[src/rtl/alu_uart_ctrl.sv]
// Byte-stream sequencer between UART RX/TX and the ALU: collects A, B and an
// opcode, holds them on the ALU inputs, then returns the result and carry bytes.
module alu_uart_ctrl #(
  parameter int NB_DATA        = 8,
  parameter int NB_OP          = 6,
  parameter int TIMEOUT_CYCLES = 1000000
) (
  input  logic               i_clock,
  input  logic               i_reset,
  input  logic [NB_DATA-1:0] i_rx_data,
  input  logic               i_rx_valid,
  output logic [NB_DATA-1:0] o_alu_a,
  output logic [NB_DATA-1:0] o_alu_b,
  output logic [NB_OP-1:0]   o_alu_op,
  input  logic [NB_DATA-1:0] i_alu_res,
  input  logic               i_alu_carry,
  output logic [NB_DATA-1:0] o_tx_data,
  output logic               o_tx_start,
  input  logic               i_tx_done,
  output logic               o_busy,
  output logic               o_err
);

  localparam int CNT_W = $clog2(TIMEOUT_CYCLES);
  localparam logic [CNT_W-1:0] TMO_LAST = CNT_W'(TIMEOUT_CYCLES - 1);

  typedef enum logic [2:0] {
    WAIT_A   = 3'd0,
    WAIT_B   = 3'd1,
    WAIT_OP  = 3'd2,
    EXEC     = 3'd3,
    SEND_RES = 3'd4,
    WAIT_RES = 3'd5,
    SEND_ST  = 3'd6,
    WAIT_ST  = 3'd7
  } state_t;

  state_t             state_r, state_s;
  logic [NB_DATA-1:0] alu_a_r, alu_a_s;
  logic [NB_DATA-1:0] alu_b_r, alu_b_s;
  logic [NB_OP-1:0]   alu_op_r, alu_op_s;
  logic [NB_DATA-1:0] tx_data_r, tx_data_s;
  logic [NB_DATA-1:0] res_cap_r, res_cap_s;
  logic               carry_cap_r, carry_cap_s;
  logic               tx_start_r, tx_start_s;
  logic               err_r, err_s;
  logic [CNT_W-1:0]   cnt_r, cnt_s;
  logic               tmo_hit_s;
  logic [NB_OP-1:0]   rx_op_s;

  function automatic logic op_valid(input logic [NB_OP-1:0] op);
    logic ok;
    case (op)
      NB_OP'(6'h20), NB_OP'(6'h22), NB_OP'(6'h24), NB_OP'(6'h25),
      NB_OP'(6'h26), NB_OP'(6'h27), NB_OP'(6'h03), NB_OP'(6'h02): ok = 1'b1;
      default:                                                    ok = 1'b0;
    endcase
    return ok;
  endfunction

  assign tmo_hit_s = (cnt_r == TMO_LAST);
  assign rx_op_s   = i_rx_data[NB_OP-1:0];

  // State register and all output/capture registers.
  always_ff @(posedge i_clock) begin
    if (i_reset) begin
      state_r     <= WAIT_A;
      alu_a_r     <= '0;
      alu_b_r     <= '0;
      alu_op_r    <= '0;
      tx_data_r   <= '0;
      res_cap_r   <= '0;
      carry_cap_r <= 1'b0;
      tx_start_r  <= 1'b0;
      err_r       <= 1'b0;
      cnt_r       <= '0;
    end else begin
      state_r     <= state_s;
      alu_a_r     <= alu_a_s;
      alu_b_r     <= alu_b_s;
      alu_op_r    <= alu_op_s;
      tx_data_r   <= tx_data_s;
      res_cap_r   <= res_cap_s;
      carry_cap_r <= carry_cap_s;
      tx_start_r  <= tx_start_s;
      err_r       <= err_s;
      cnt_r       <= cnt_s;
    end
  end

  // Next-state and next-register decode; the timeout counter is zero unless
  // it is counting idle cycles in WAIT_B/WAIT_OP.
  always_comb begin
    state_s     = state_r;
    alu_a_s     = alu_a_r;
    alu_b_s     = alu_b_r;
    alu_op_s    = alu_op_r;
    tx_data_s   = tx_data_r;
    res_cap_s   = res_cap_r;
    carry_cap_s = carry_cap_r;
    tx_start_s  = 1'b0;
    err_s       = 1'b0;
    cnt_s       = '0;
    case (state_r)
      WAIT_A: begin
        if (i_rx_valid) begin
          alu_a_s = i_rx_data;
          state_s = WAIT_B;
        end else begin
          state_s = WAIT_A;
        end
      end
      WAIT_B: begin
        if (i_rx_valid) begin
          alu_b_s = i_rx_data;
          state_s = WAIT_OP;
        end else if (tmo_hit_s) begin
          err_s   = 1'b1;
          state_s = WAIT_A;
        end else begin
          cnt_s   = cnt_r + CNT_W'(1'b1);
          state_s = WAIT_B;
        end
      end
      WAIT_OP: begin
        if (i_rx_valid) begin
          if (op_valid(rx_op_s)) begin
            alu_op_s = rx_op_s;
            state_s  = EXEC;
          end else begin
            err_s    = 1'b1;
            state_s  = WAIT_A;
          end
        end else if (tmo_hit_s) begin
          err_s   = 1'b1;
          state_s = WAIT_A;
        end else begin
          cnt_s   = cnt_r + CNT_W'(1'b1);
          state_s = WAIT_OP;
        end
      end
      EXEC: begin
        // The result byte is loaded straight into tx_data so it is valid in
        // the same cycle as the start strobe.
        res_cap_s   = i_alu_res;
        carry_cap_s = i_alu_carry;
        tx_data_s   = i_alu_res;
        tx_start_s  = 1'b1;
        state_s     = SEND_RES;
      end
      SEND_RES: begin
        state_s = WAIT_RES;
      end
      WAIT_RES: begin
        if (i_tx_done) begin
          tx_data_s  = {{(NB_DATA-1){1'b0}}, carry_cap_r};
          tx_start_s = 1'b1;
          state_s    = SEND_ST;
        end else begin
          state_s    = WAIT_RES;
        end
      end
      SEND_ST: begin
        state_s = WAIT_ST;
      end
      WAIT_ST: begin
        if (i_tx_done) begin
          state_s = WAIT_A;
        end else begin
          state_s = WAIT_ST;
        end
      end
      default: begin
        state_s = WAIT_A;
      end
    endcase
  end

  assign o_alu_a    = alu_a_r;
  assign o_alu_b    = alu_b_r;
  assign o_alu_op   = alu_op_r;
  assign o_tx_data  = tx_data_r;
  assign o_tx_start = tx_start_r;
  assign o_err      = err_r;
  assign o_busy     = (state_r != WAIT_A);

endmodule

[config.mk]
export PLATFORM = sky130hd
export DESIGN_NAME = alu_uart_ctrl
export DESIGN_NICKNAME = d
export VERILOG_FILES = /design/src/rtl/alu_uart_ctrl.sv
export SDC_FILE = /design/constraint.sdc
export NUM_CORES = 1
export LEC_CHECK = 0
export BUFFER_PORTS_ARGS = -buffer_cell sky130_fd_sc_hd__buf_2
export CORE_ASPECT_RATIO = 1.4
export CORE_MARGIN = 8
export CORE_UTILIZATION = 57
export CTS_BUF_LIST = sky130_fd_sc_hd__clkbuf_16
export CTS_CLUSTER_DIAMETER = 60
export DETAILED_ROUTE_END_ITERATION = 12
export PLACE_DENSITY = 0.94
export SLEW_MARGIN = 20
export SYNTH_ARGS = -nofsm -noshare
export SYNTH_HDL_FRONTEND = slang
export SYNTH_SLANG_ARGS = --single-unit
[constraint.sdc]
create_clock -name i_clock -period 3.2 [get_ports i_clock]
set_input_delay 0.48 -clock i_clock [delete_from_list [all_inputs] [get_ports i_clock]]
set_output_delay 0.48 -clock i_clock [all_outputs]
set_load 0.02 [all_outputs]
* Word level (Yosys, flattened, before mapping)
Index checks and enable logic that the tools add are counted.
** Operators by class
- Add/sub/neg operators :: 1
- Equality and inequality tests :: 17
- Mux-type cells :: 21
- Bitwise gates (word level) :: 1
- Reductions and logical operators :: 10
** Operator list (number)
- $eq 6x6->1 const B :: 6
- $pmux 3 s8 :: 1
- $add 20x1->20 const B :: 1
- $eq 20x20->1 const B :: 1
- $pmux 8 s2 :: 1
- $eq 3x3->1 const B :: 4
- $eq 6x2->1 const B :: 2
- $mux 1 :: 10
- $mux 2 :: 4
- $mux 8 :: 1
- $reduce_or 8->1 :: 1
- $eq 3x2->1 const B :: 2
- $mux 3 :: 2
- $reduce_and 2->1 :: 3
- $pmux 1 s2 :: 2
- $reduce_or 4->1 :: 1
- $eq 3x1->1 const B :: 1
- $logic_not 3->1 :: 1
- $reduce_and 3->1 :: 1
- $reduce_bool 3->1 :: 1
- $ne 2x2->1 const B :: 1
- $reduce_bool 2->1 :: 1
- $reduce_or 2->1 :: 1
- $not 1->1 :: 1
** Storage, ports and cells
- Register bits :: 56
- Output and inout port bits :: 33
- Word-level logic and storage cells :: 59

* Logic depth before layout (Yosys ltp)
Gate-level depths: netlist of the first run.
- Word-level depth :: 8
- Depth in mapped cells :: 6
- Mapped depth without buffers :: 5

* Worst setup path after synthesis of the first run
No wires, ideal clock.
- Path kind :: reg2reg
- Start :: register cnt_r[8]
- End :: register cnt_r[15]
- Data arrival time :: 1.589 ns
- Path slack :: 1.477 ns
- Stages on the path, launching flop included :: 6
- Path buffers :: 1
- Path through :: dfxtp_1 > or4b_2 > nor4_1 > a211o_2 > buf_6 > a211oi_1
** On the way
- Cells in the longest elaborated chain, start to end :: 2
- Elaborated cells between the ends (all ways) :: 3
- Classes of those cells :: add/sub (1); eq/ne (1); reduce/logical (1)
** Ends and longest elaborated chain
- from (decl) :: RTL line 47 : logic [CNT_W-1:0] cnt_r, cnt_s;
- from (signal assigned) :: RTL line 87 : cnt_r <= cnt_s;
- branches (longest 2 deep; another with $add 20x1->20)
Several ways; the timed one is not identified.
A chain may end at the register's enable or synchronous reset.

* Worst setup path after layout of the first run
- Start :: register cnt_r[8]
- End :: register cnt_r[7]
** On the way
- Cells in the longest elaborated chain, start to end :: 2
** Ends and longest elaborated chain
- $eq 20x20->1 :: RTL line 61 : assign tmo_hit_s = (cnt_r == TMO_LAST);
- $reduce_or 4->1 (no source line)
Every way passes these cells.

==> results.md, run 1 <==
- Number of vias per cell: between 5 and 6
- Buffer levels on the longest clock path: 2
- Cts repair resizes: 0
- Per-instance average area after synthesis: ~9 sq um
- Primary flip-flop cell chosen by synthesis mapping: dfxtp_1
- Total track usage: a little under a fifth
- Final worst clock skew: about 6.5 ps
- Worst min-delay path class: in -> reg
- CTS Root Buffer Type: clkbuf_16
- Number of standard cells in the final layout excluding fillers: 360
- Post-synth EDFFs: 0
- Routed len/inst: 16.1 um
- Status: complete, no violations
- Clock H-tree levels: 2
- Count of cells along the worst register-to-register path: 4
- Count of standard-cell rows: 28
- Startpoint of the lowest-slack hold path: i_rx_data[7]
- Max-slew violations: 0
- Hold-critical path depth: 3
- Share of the yosys chip area belonging to registers: a little under half
- Placeable Area: between 4000 and 5000 sq um
- Internal reg-to-reg setup slack: about 1100 ps
- Crit-path max cell delay: about 670 ps
- Count of cell types in the netlist: 47
- Post-Place Setup Slack: between 1000 and 1500 ps
- Number of nets in the synthesized netlist: between 200 and 300
- Total of buffers placed on input and output ports: 53
- Proportion of netlist area held by the largest area contributor: between 40% and 50%
- Synth Cell Area: roughly 2400 sq um
- Flop and latch count out of synthesis: 56
- Clock Latency Late Sink: around 300 ps
- Fraction of synthesis flops using an asynchronous set or reset pin: 0%
- Vias in the first global route: between 2000 and 2500
- Leftover overflow at the end of global routing: 0
- First-pass GRT wire length: a little under 10000 um
- Cell types with the largest area share after synthesis: dfxtp_1 47%, nand2_1 6.1%, xor2_1 4.4%
- Crit-path cells: or4b_2, nor4_1, a211o_2, nor3_1
- Starting Density: ~58%
- Critical path data required time: around 3400 ps
- Beginning of the worst register-to-register path: cnt_r[8]$_SDFF_PP0_
- Master of the slowest instance on the critical path: or4b_2
- Detailed-route via count: 2113
- Inserted Clock Buffers: 5
- DRT antenna net count: 0
- Worst slew margin relative to its limit: between 40% and 50%
- Overall routed net length: ~5800 um
- Leading cell type by number of instances after synthesis: dfxtp_1
- Final critical-path setup slack: around 1100 ps
- Setup repair after global routing missed its margin: no
- Number of antenna diodes: 0
- Most numerous cell types in the synthesized netlist: 56 x dfxtp_1, 39 x nand2_1, 18 x a21oi_1
- Number of nets at the end of the flow: between 300 and 400
- TritonCTS clock tree: yes
- Layout cells sized above 1: ~23%
- Post-placement cell count: 352
- Worst Hold End: o_alu_b[7]$_SDFFE_PP0P_
- Hold-fix buffers at CTS: 0
- Kind of critical path: reg -> reg
- Last weighted congestion value of the routability-driven placer: 0.830
- Residual DRC count: 0
- Die Height: 92.7 um
- Maximum vdd drop: 0.438 mV
- Number of DRC markers after the initial detailed-route iteration: around 110
- Floorplan die width: slightly above 70 um
- Clock transition at the register clock pins on the worst setup and hold paths after CTS: roughly 80 ps
- Number of top-level pins: 54
- Number of antenna violations at the first check in global routing: 0
- Critical Path Fanout Max: 21
- R2R Path End: cnt_r[7]$_SDFF_PP0_
- Endpoint type of the worst setup path: flop
- CP Data Arrival Time: between 2000 and 2500 ps
- Number of setup violations in the final report: 0
- Hold violation count in the final report: 0
- Syn Inst Count: around 270
- Pleak: approximately 0.0012 uW
- DP HPWL: about 4200 um
- Pwr Density: between 500 and 600 nW/um^2
- Maximum number of pins on one net before global-route repair: 35
- Post-route clock period utilization: between 60% and 70%
- Post-CTS Setup Repair Bufs: 0
- Number of warnings printed during yosys synthesis: 0
- Startpoint types: flop
- Highest Clock Rate: about 500 MHz
- Overall die area: around 6600 sq um
- CTS Sinks: 56
- Setup TNS: 0 ps
- Area leader, netlist: dfxtp_1
- DRT Pass-1 Iters: 4
- P&R area growth vs syn: 16.2%
- # Max-Cap Violations: 0
- Period minus WS final: between 2000 and 2500 ps
- Worst Max-Slew Pin Slew: approximately 760 ps
report_power, final:
group          total, uW  internal [uW]  switching [uW]
sequential           729            713            15.7
combinational        137           45.1            91.8
clock                575            302             273
total               1440           1060             381
worst max-delay path, delay by kind of cell, from the launching register on:
family	cells	cell delay (ps)
AND/OR/NAND/NOR	3	1090
AO/OA/AOI/OAI	1	470
flip-flops	1	350
worst max path at each step:
stage                         from                    to  cells past startpoint
2_1_floorplan  cnt_r[8]$_SDFF_PP0_  cnt_r[15]$_SDFF_PP0_                      5
3_3_place_gp   cnt_r[8]$_SDFF_PP0_   cnt_r[3]$_SDFF_PP0_                      4
3_5_place_dp   cnt_r[8]$_SDFF_PP0_   cnt_r[6]$_SDFF_PP0_                      4
4_1_cts        cnt_r[8]$_SDFF_PP0_   cnt_r[7]$_SDFF_PP0_                      4
5_1_grt        cnt_r[6]$_SDFF_PP0_   cnt_r[6]$_SDFF_PP0_                      4
6_report       cnt_r[8]$_SDFF_PP0_   cnt_r[7]$_SDFF_PP0_                      4
layout by cell type, fill, tap and decap left out, types with 2 or more instances in the layout:
cell	n
a211oi_1	3
a211oi_2	2
a21oi_1	18
a22oi_1	7
and2_1	2
and3_1	6
and3b_1	2
and4_1	2
buf_2	53
clkbuf_16	5
dfxtp_1	56
inv_1	4
mux2i_1	6
nand2_1	39
nand3_1	10
nand3b_1	3
nand4_1	10
nor2_1	16
nor2b_1	2
nor3_1	16
nor3b_1	3
nor4_1	2
o21ai_0	7
o21ai_1	2
or3_1	5
xnor2_1	2
xor2_1	12
logic make-up after synthesis:
| group | count (synthesis) | share of synthesized area (%) |
|---|---|---|
| mux | 7 | 2.98 |
| fa+ha+maj | 1 | 0.522 |
| buf+inv | 21 | 4.49 |
| flops | 56 | 46.8 |
| compound gates | 47 | 12.7 |
| simple gates | 125 | 27.3 |
| xor+xnor | 14 | 5.12 |
per-layer routing:
metal  vias to the layer above  track usage (%)  part of all wire [%]
met3                         7             5.30                   6.1
met2                        62             34.7                    54
li1                       1042                -                     -
met4                         0             7.49                   1.3
met1                      1002             17.2                    39
met5                         -                0                     0
stage by stage:
| step | hold slack (ps) | utilization, % | area (sq um) | power [uW] |
|---|---|---|---|---|
| 6_report | 424 | 67.3 | 2780 | 1440 |
| 2_1_floorplan | 443 | - | 2390 | 836 |
| 3_3_place_gp | 440 | 63.5 | 2620 | 875 |
| 5_1_grt | 433 | 67.3 | 2780 | 1490 |
| 3_5_place_dp | 447 | 63.5 | 2620 | 881 |
| 4_1_cts | 421 | 67.3 | 2780 | 1450 |
state kept, by name, summed over array words and instances (netlist names):
signal / count
o_alu_op: 6
o_err: 1
o_alu_b: 8
o_tx_data: 8
o_alu_a: 8
cnt_r: 20
carry_cap_r: 1
state_r: 3
o_tx_start: 1
final cells by class:
class	count	area, sq um
clock inverters	3	33.8
well taps	45	56.3
multi-input cells	194	1170
flip-flops and latches	56	1120
repair buffers	53	265
inverters	4	15.0
fillers	319	1350
clock buffers	5	125
(Power assumes the default switching activity.)
==> run 2, diff against run 1 <==
Settings changed: CORE_UTILIZATION 57 to 53, PLACE_DENSITY 0.94 to 0.89.
Clock period 3.2 ns to 2.1 ns, I/O delays scaled along.
==> run 2 against run 1 <==
  * Non-clock buffer count grew 5
  * Final cell count up 6.4%
  * Utilization fell by 2.4 points
  * First-iteration DRC count up 10%
  * Sequential power increased by 52%
  * Critical endpoint is now cnt_r[2]$_SDFF_PP0_
==> results.md, run 2 (synthesized netlist as in run 1, its figures left out) <==
- Relative contribution of the clock network to total power: between 40 and 50%
- Count of standard-cell rows: 29
- Switching share of power: between 20% and 30%
- Status: complete, no violations
- Number of nets at the end of the flow: about 340
- Total track usage: 17.5%
- Worst min-delay path class: in -> reg
- Worst slew margin relative to its limit: between 50% and 60%
- Highest-count cells in the layout ignoring fill and taps: 56 x dfxtp_1, 53 x buf_2, 39 x nand2_1, 18 x a21oi_1
- Clock H-tree levels: 2
- # Max-Cap Violations: 0
- DP HPWL: ~4100 um
- Starting Density: between 50 and 60%
- Hold violation count in the final report: 0
- Critical path data required time: ~2300 ps
- Crit-path cells: or4_1, nor4_2, a211o_2, nor3_1
- Hold-fix buffers at CTS: 0
- Post-route worst hold slack: approximately 250 ps
- Number of setup violations in the final report: 0
- Number of antenna diodes: 0
- Total of buffers placed on input and output ports: 53
- Pwr Density: 801 nW/um^2
- Detailed-route via count: about 2200
- Fraction of power consumed by combinational cells: 9.4%
- Largest register by flop count: cnt_r
- Final worst clock skew: 7.77 ps
- Final critical-path setup slack: between 100 and 150 ps
- Power dissipated by switching net loads: around 570 uW
- DRT Pass-1 Iters: 4
- Crit-path max cell delay: 570 ps
- Last weighted congestion value of the routability-driven placer: between 0.8 and 0.9
- Number of DRC markers after the initial detailed-route iteration: 120
- Number of antenna violations at the first check in global routing: 0
- TritonCTS clock tree: yes
- Leftover overflow at the end of global routing: 0
- Die Height: 95.5 um
- CTS Root Buffer Type: clkbuf_16
- Startpoint types: flop
- Post-Place Setup Slack: between 80 and 90 ps
- First-pass GRT wire length: between 9000 and 10000 um
- Buffer levels on the longest clock path: 2
- Highest Clock Rate: 506 MHz
- Maximum number of pins on one net before global-route repair: 22
- P&R area growth vs syn: 20.0%
- Most common library cell in the layout ignoring fill and taps: dfxtp_1
- Clock Latency Late Sink: ~300 ps
- Setup repair after global routing missed its margin: no
- Number of vias per cell: just under 6
- Kind of critical path: reg -> reg
- Vias in the first global route: 2258
- Internal reg-to-reg setup slack: around 120 ps
- Endpoint type of the worst setup path: flop
- Post-route core utilization: around two thirds
- Overall routed net length: about 6000 um
- Register share of total power: 48.2%
- Clock transition at the register clock pins on the worst setup and hold paths after CTS: around 70 ps
- Layout cells sized above 1: between 20 and 25%
- Max reg flops: 20
- Post-route clock period utilization: 94.1%
- Setup TNS: 0 ps
- Total internal power: about 1700 uW
- Cts repair resizes: 0
- Post-CTS Setup Repair Bufs: 0
- Critical Path Fanout Max: 11
- CP Data Arrival Time: approximately 2100 ps
- Placeable Area: roughly 4400 sq um
- DRT antenna net count: 0
- Routed len/inst: approximately 16 um
- Number of top-level pins: between 50 and 60
- Maximum vdd drop: 0.651 mV
- Residual DRC count: 0
- Period minus WS final: between 1500 and 2000 ps
- Worst Max-Slew Pin Slew: approximately 700 ps
- Max-slew violations: 0
- Master of the slowest instance on the critical path: or4_1
- Overall die area: approximately 7000 sq um
- Inserted Clock Buffers: 5
- CTS Sinks: 56
- Post-layout total power: ~2300 uW
- Floorplan die width: 72.8 um
- Pleak: 0.00119 uW
[run 2: cell count changes in the layout (fill, tap and decap cells not counted)]
cell,change
buf_4,+5
clkinv_8,-1
clkinv_4,-1
nor4_2,+1
inv_8,+1
nor4_1,-1
a211o_2,+1
bufinv_16,+1
[run 2: cell type report]
class	count	area, sq um
fill	368	1550
multi-input combinational	195	1180
timing repair buffer	58	303
inverter	4	15.0
clock inverter	3	50.0
clock buffer	5	125
tap	62	77.6
sequential	56	1120
[run 2: critical path: cells and delay by family (launching register included)]
family             cells  cell delay, ps
AOI/OAI and AO/OA      1             360
and+or+nand+nor        3            1150
DFF                    1             350
[run 2: routing by layer]
layer	vias to the layer above	GRT usage (%)	share of wire [%]
met5	-	0	0
met4	0	6.37	2.5
met3	17	4.63	6.2
met2	90	33.2	52
met1	1053	17.6	39
li1	1065	-	-
[run 2: stage by stage]
step                instances  cell area [sq um]
finish                    383               2870
global route              383               2870
CTS                       382               2860
detailed placement        374               2680
global placement          374               2680
floorplan                 271               2390
[run 2: path summary, 6_finish.rpt]
kind / start / endpoint / depth (start not counted)
setup / recovery: cnt_r[12]$_SDFF_PP0_ / cnt_r[2]$_SDFF_PP0_ / 4
hold / removal: i_alu_res[1] / o_tx_data[1]$_SDFFE_PP0P_ / 3
setup reg to reg: cnt_r[12]$_SDFF_PP0_ / cnt_r[2]$_SDFF_PP0_ / 4
hold reg to reg: o_alu_b[7]$_SDFFE_PP0P_ / o_alu_b[7]$_SDFFE_PP0P_ / 2
[run 2: power groups by stage]
stage	registers, uW	logic (uW)	clock network (uW)
final	1110	216	976
after global routing	1110	237	1020
after CTS	1110	215	983
after detailed placement	1130	213	0
after global placement	1130	207	0
after floorplan	1150	122	0
